### config.mk
export PLATFORM = sky130hd
export DESIGN_NAME = d_responder
export DESIGN_NICKNAME = d
export VERILOG_FILES = /design/src/rtl/d_responder_pkg.sv /design/src/rtl/d_responder_crc16.sv /design/src/rtl/d_responder.sv
export SDC_FILE = /design/constraint.sdc
export NUM_CORES = 1
export LEC_CHECK = 0
export ABC_AREA = 1
export CAP_MARGIN = 20
export CORE_MARGIN = 3
export CORE_UTILIZATION = 35
export CTS_BUF_LIST = sky130_fd_sc_hd__clkbuf_8
export DETAILED_ROUTE_END_ITERATION = 6
export MAX_ROUTING_LAYER = met4
export SLEW_MARGIN = 40
export SYNTH_ARGS = -nofsm -noshare
export SYNTH_HDL_FRONTEND = slang
export SYNTH_SLANG_ARGS = --single-unit
### constraint.sdc
create_clock -name iclk -period 3.6 [get_ports iclk]
set_input_delay 0.72 -clock iclk [delete_from_list [all_inputs] [get_ports iclk]]
set_output_delay 0.72 -clock iclk [all_outputs]
set_load 0.1 [all_outputs]
### src/rtl/d_responder_pkg.sv
// d_responder_pkg: shared state encodings, CRC16 polynomial
// and CRC status token values for the SD card-side D-line responder.
package d_responder_pkg;

  typedef enum logic [3:0] {
    S_IDLE       = 4'd0,
    S_SEND_START = 4'd1,
    S_SEND_DATA  = 4'd2,
    S_SEND_CRC   = 4'd3,
    S_SEND_END   = 4'd4,
    S_WAIT_RCV   = 4'd5,
    S_RCV_DATA   = 4'd6,
    S_RCV_CRC    = 4'd7,
    S_CRC_STATUS = 4'd8,
    S_BUSY       = 4'd9
  } state_t;

  // x^16 + x^12 + x^5 + 1
  localparam logic [15:0] CRC_POLY = 16'h1021;

  localparam logic [2:0] TOK_OK  = 3'b010;
  localparam logic [2:0] TOK_ERR = 3'b101;

endpackage

### src/rtl/d_responder_crc16.sv
// d_responder_crc16: serial CRC16 for one SD data line,
// with an unload mode that shifts the remainder out MSB first.
module d_responder_crc16
  import d_responder_pkg::*;
(
  input  logic iclk,
  input  logic irst,
  input  logic iclr,
  input  logic ishift,
  input  logic iunload,
  input  logic idin,
  output logic omsb
);

  logic [15:0] crc_q;
  logic [15:0] crc_d;
  logic        fb;

  // next remainder: clear, absorb one data bit, or shift out
  always_comb begin
    fb    = idin ^ crc_q[15];
    crc_d = crc_q;
    if (iclr) begin
      crc_d = '0;
    end else if (ishift) begin
      crc_d = {crc_q[14:0], 1'b0} ^ (fb ? CRC_POLY : 16'h0);
    end else if (iunload) begin
      crc_d = {crc_q[14:0], 1'b0};
    end
  end

  // remainder register
  always_ff @(posedge iclk) begin
    if (irst) begin
      crc_q <= '0;
    end else begin
      crc_q <= crc_d;
    end
  end

  assign omsb = crc_q[15];

endmodule

### src/rtl/d_responder.sv
// d_responder: card-side SD 4-bit data bus responder (block send and
// receive). D_RESPONDER_CRC_TOKEN_EN enables the CRC status token + busy.
module d_responder
  import d_responder_pkg::*;
#(
  parameter int BLOCK_NIBBLES = 1024,
  parameter int ADDR_W        = 10,
  parameter int BUSY_CYCLES   = 8
) (
  input  logic              iclk,
  input  logic              irst,
  input  logic [3:0]        idata_sd,
  output logic [3:0]        odata_sd,
  input  logic              istart_send,
  input  logic              istart_recv,
  output logic [ADDR_W-1:0] oaddr,
  input  logic [3:0]        irdata,
  output logic [3:0]        owdata,
  output logic              owrite_en,
  output logic              ocrc_fail,
  output logic              odone
);

  localparam int CW = ADDR_W + 1;
  localparam logic [CW-1:0] DATA_LAST = CW'(BLOCK_NIBBLES - 1);
  localparam logic [CW-1:0] CRC_LAST  = CW'(15);
  localparam logic [CW-1:0] END_CNT   = CW'(16);
  localparam logic [CW-1:0] TOK_LAST  = CW'(4);
  localparam logic [CW-1:0] BUSY_LAST = CW'(BUSY_CYCLES - 1);

  state_t      state_q;
  state_t      state_d;
  logic [CW-1:0] cnt_q;
  logic [CW-1:0] cnt_d;
  logic [3:0]  rx_q;
  logic        fail_q;
  logic        fail_d;

  logic [3:0]  crc_msb;
  logic [3:0]  crc_din;
  logic        crc_clr;
  logic        crc_shift;
  logic        crc_unload;
  logic [2:0]  tok;
  logic        tok_bit;

  // state, phase counter, sticky CRC flag and registered bus input
  always_ff @(posedge iclk) begin
    if (irst) begin
      state_q <= S_IDLE;
      cnt_q   <= '0;
      fail_q  <= 1'b0;
      rx_q    <= 4'hF;
    end else begin
      state_q <= state_d;
      cnt_q   <= cnt_d;
      fail_q  <= fail_d;
      rx_q    <= idata_sd;
    end
  end

  // next state, counter and CRC check result
  always_comb begin
    state_d = state_q;
    fail_d  = fail_q;
    unique case (state_q)
      S_IDLE: begin
        if (istart_send) begin
          state_d = S_SEND_START;
        end else if (istart_recv) begin
          state_d = S_WAIT_RCV;
          fail_d  = 1'b0;
        end
      end
      S_SEND_START: state_d = S_SEND_DATA;
      S_SEND_DATA: begin
        if (cnt_q == DATA_LAST) state_d = S_SEND_CRC;
      end
      S_SEND_CRC: begin
        if (cnt_q == CRC_LAST) state_d = S_SEND_END;
      end
      S_SEND_END: state_d = S_IDLE;
      S_WAIT_RCV: begin
        if (rx_q == 4'h0) state_d = S_RCV_DATA;
      end
      S_RCV_DATA: begin
        if (cnt_q == DATA_LAST) state_d = S_RCV_CRC;
      end
      S_RCV_CRC: begin
        if (cnt_q == END_CNT) begin
          if (rx_q != 4'hF) fail_d = 1'b1;
`ifdef D_RESPONDER_CRC_TOKEN_EN
          state_d = S_CRC_STATUS;
`else
          state_d = S_IDLE;
`endif
        end else if (rx_q != crc_msb) begin
          fail_d = 1'b1;
        end
      end
      S_CRC_STATUS: begin
        if (cnt_q == TOK_LAST) state_d = S_BUSY;
      end
      S_BUSY: begin
        if (cnt_q == BUSY_LAST) state_d = S_IDLE;
      end
      default: state_d = S_IDLE;
    endcase
    cnt_d = cnt_q + CW'(1);
    if (state_d != state_q ||
        state_q == S_IDLE ||
        state_q == S_WAIT_RCV) begin
      cnt_d = '0;
    end
  end

  // bus, RAM and CRC-engine controls decoded from state and count
  always_comb begin
    tok     = fail_q ? TOK_ERR : TOK_OK;
    tok_bit = 1'b1;
    if (cnt_q == CW'(0)) tok_bit = 1'b0;
    else if (cnt_q == CW'(1)) tok_bit = tok[2];
    else if (cnt_q == CW'(2)) tok_bit = tok[1];
    else if (cnt_q == CW'(3)) tok_bit = tok[0];

    odata_sd  = 4'hF;
    oaddr     = '0;
    owrite_en = 1'b0;
    unique case (state_q)
      S_SEND_START: odata_sd = 4'h0;
      S_SEND_DATA: begin
        odata_sd = irdata;
        oaddr    = cnt_q[ADDR_W-1:0] + ADDR_W'(1);
      end
      S_SEND_CRC:   odata_sd = crc_msb;
      S_RCV_DATA: begin
        oaddr     = cnt_q[ADDR_W-1:0];
        owrite_en = 1'b1;
      end
      S_CRC_STATUS: odata_sd = {3'b111, tok_bit};
      S_BUSY:       odata_sd = 4'hE;
      default:      odata_sd = 4'hF;
    endcase

    crc_clr    = state_q inside {S_IDLE, S_WAIT_RCV, S_SEND_START};
    crc_shift  = state_q inside {S_SEND_DATA, S_RCV_DATA};
    crc_unload = (state_q == S_SEND_CRC) ||
                 (state_q == S_RCV_CRC && cnt_q != END_CNT);
    crc_din    = (state_q == S_SEND_DATA) ? irdata : rx_q;
  end

  assign owdata    = rx_q;
  assign ocrc_fail = fail_q;
  assign odone     = (state_q == S_IDLE);

  for (genvar i = 0; i < 4; i++) begin : g_crc
    d_responder_crc16 u_crc (
      .iclk    (iclk),
      .irst    (irst),
      .iclr    (crc_clr),
      .ishift  (crc_shift),
      .iunload (crc_unload),
      .idin    (crc_din[i]),
      .omsb    (crc_msb[i])
    );
  end

endmodule

==> metrics <==
status=completed; Tmin final=2.995 ns; number of synthesized flops with an enable pin=0; Final Net Count=572; WL per Instance=12.06 µm; RSZ-0062 raised after global routing=no; worst vdd ir=365.8 µV; GR Overflow Total=0; Total GRT Usage=14.18%; Top FF cell, synth=dfxtp_1; Worst Tran Pin Value=0.7623 ns; CP Launch Type=flop; hold_buf cts=0; mux cell area share after synthesis=0%; Core Region=10510 µm²; Synth Area in Compound Gates=15.14%; Post-Synth Simple-Gate Area=28.56%; Clock Latency Late Sink=0.35 ns; clock skew=0.01892 ns; Max Slew Vio Count=0; share of layout cells above drive strength 1=14.44%; PwrDens=620.7 nW/µm²; antenna-violating nets left=0; final setup violation count=0; Site Rows=37; Starting Density=36.48%; DRT iter0 DRCs=259; Crit Path Class=flop to output port; global-route wire length before repair=14070 µm; Fillers=1073; WP buf/inv=3; vias=3273; Hold WC Path Type=flop to flop; cells along the critical path=inv_1 > nand2_1 > nor2_2 > clkinv_1 > o21ai_0 > buf_4; Syn Area/Cell=7.220 µm²; Routed WL=8403 µm; clk slew on worst S/H paths=0.08 ns; maximum clock frequency=333.9 MHz; Area Growth Syn to Fin=16.91%; PostCTS Resize Cnt=0; cell count after synthesis=531; Post-CTS Setup Bufs=0; largest family of logic cells by synthesized area=simple AND/OR/NAND/NOR gates; residual DRC count=0; DP Area=4243 µm²; Synth Area in Adders=1.305%; Mapped Area=3834 µm²; post-synth net total=547; final instance area=4482 µm²; crit path DAT=2.28 ns; CTS Buf Count=9; Die Ht=110.7 µm; final hold violation count=0; GPL Wtd Cong=0.9005; Synth warnings=0; largest stage delay on the critical path=0.45 ns; commonest non-fill, non-tap cell in the layout=nor2_1; synth unique cells=33; Post-synth ARST share=0%; initial antenna violation count=0; commonest non-fill, non-tap cells in the layout=110 x nor2_1, 84 x dfxtp_1, 66 x o21ai_0, 64 x nand2_1, 54 x inv_1; Min Hold Slack=0.4721 ns; CTS tree=done; Clock Tree Buf Depth=2; vias in the first global route=2905; I/O pins=33; Lkg Pwr=1.869 nW; H-tree levels=3; Seq/Total Area, Yosys=43.86%; fin util=42.65%; largest net degree at the start of global routing=61; TNS Setup=0 ns; fin crit share=83.20%; Final HPWL DP=5911 µm; Crit-path slowest cell=clkinv_1; n_diodes=0; Die Area=12250 µm²; WP data required=2.88 ns; Pwr Total=2.782 mW; CP Capture Type=output port; #FFs+latches synth=84; Die X-Extent=110.7 µm; CP top delay family=buffers and inverters; root buffer cell=clkbuf_8; DR pass1 iterations=5; Max-slew headroom=49.11%; vias per cell=4.696; largest fanout on the critical path=10; # port buffers=32; Sinks on Clock Net=84; Max Cap Viol=0; xor/xnor share of the synthesized area=2.970%
-- cells in the mapped netlist, types with 3 or more instances --
| cell | instances | area share [%] |
|---|---|---|
| xnor2_1 | 4 | 0.91 |
| o211ai_1 | 3 | 0.59 |
| inv_2 | 3 | 0.29 |
| o21ai_0 | 66 | 8.6 |
| nand4_1 | 8 | 1.3 |
| ha_1 | 4 | 1.3 |
| o22ai_1 | 8 | 1.3 |
| nor2_1 | 111 | 11 |
| inv_1 | 53 | 5.2 |
| or2_2 | 4 | 0.65 |
| nand3_1 | 23 | 3.0 |
| nand2_1 | 64 | 6.3 |
| xor2_1 | 9 | 2.1 |
| clkbuf_1 | 6 | 0.59 |
| buf_2 | 12 | 1.6 |
| nand2_2 | 5 | 0.82 |
| nor2_2 | 14 | 2.3 |
| nor3_1 | 4 | 0.52 |
| or2_0 | 3 | 0.49 |
| a21oi_1 | 24 | 3.1 |
| dfxtp_1 | 84 | 44 |
-- kinds of logic after synthesis --
| family | Yosys count |
|---|---|
| xor gates and xnor gates | 13 |
| adders and majority gates | 4 |
| AOI/OAI and AO/OA | 109 |
| buffers and inverters | 77 |
| and+or+nand+nor | 244 |
| DFF | 84 |
-- routing by layer --
metal	wire length, µm	up-vias	GRT usage [%]
met3	381	4	4.094
li1	-	1755	-
met2	3762	60	21.48
met5	0	-	-
met4	70	0	3.202
met1	4190	1454	18.85
-- final cells by class --
| type | instances | area (µm²) | share of cell area [%] |
|---|---|---|---|
| inverters | 57 | 214.0 | 4.774 |
| clock buffers | 9 | 123.9 | 2.764 |
| flip-flops and latches | 84 | 1682 | 37.52 |
| clock inverters | 7 | 115.1 | 2.568 |
| well taps | 136 | 170.2 | 3.797 |
| repair buffers | 34 | 285.3 | 6.365 |
| multi-input cells | 370 | 1892 | 42.21 |
-- through the flow --
step,setup WS (ns),cells
finish,0.6050,697
global route,0.4006,697
CTS,0.5794,697
detailed placement,0.7598,681
global placement,0.8643,681
floorplan,-0.3821,531
-- worst paths after layout --
check                                        from                                   end  slack (ns)  cells past startpoint
max reg2reg                   cnt_q[0]$_SDFF_PP0_                   cnt_q[4]$_SDFF_PP0_        1.20                     12
max                         state_q[0]$_SDFF_PP0_                              oaddr[0]        0.60                      6
min reg2reg  g_crc[3].u_crc.crc_q[0]$_SDFFE_PP0P_  g_crc[3].u_crc.crc_q[0]$_SDFFE_PP0P_        0.47                      2
min          g_crc[3].u_crc.crc_q[0]$_SDFFE_PP0P_  g_crc[3].u_crc.crc_q[0]$_SDFFE_PP0P_        0.47                      2
-- power by group --
group          internal [mW]  leakage (nW)  switching [mW]
Sequential              1.02         0.681          0.0558
Clock                  0.460         0.121           0.331
Combinational          0.237          1.07           0.677
-- state kept, by name, indices dropped and copies added, names as in the netlist --
register,count
cnt_q,11
g_crc.u_crc.crc_q,64
state_q,4
owdata,4
ocrc_fail,1
-- worst register-to-register path, cell delays in order, from the launching register on --
cell and delay [ns]:
dfxtp_1 0.47, ha_1 0.30, nand3_4 0.15, nor2_1 0.23, nand4_1 0.16, nand2_1 0.11
inv_1 0.06, nand3_1 0.08, nand2_1 0.05, nand2_1 0.05, inv_1 0.03, nand2_1 0.49
nor2_1 0.09
No activity file was read; power rests on OpenSTA's default activity.
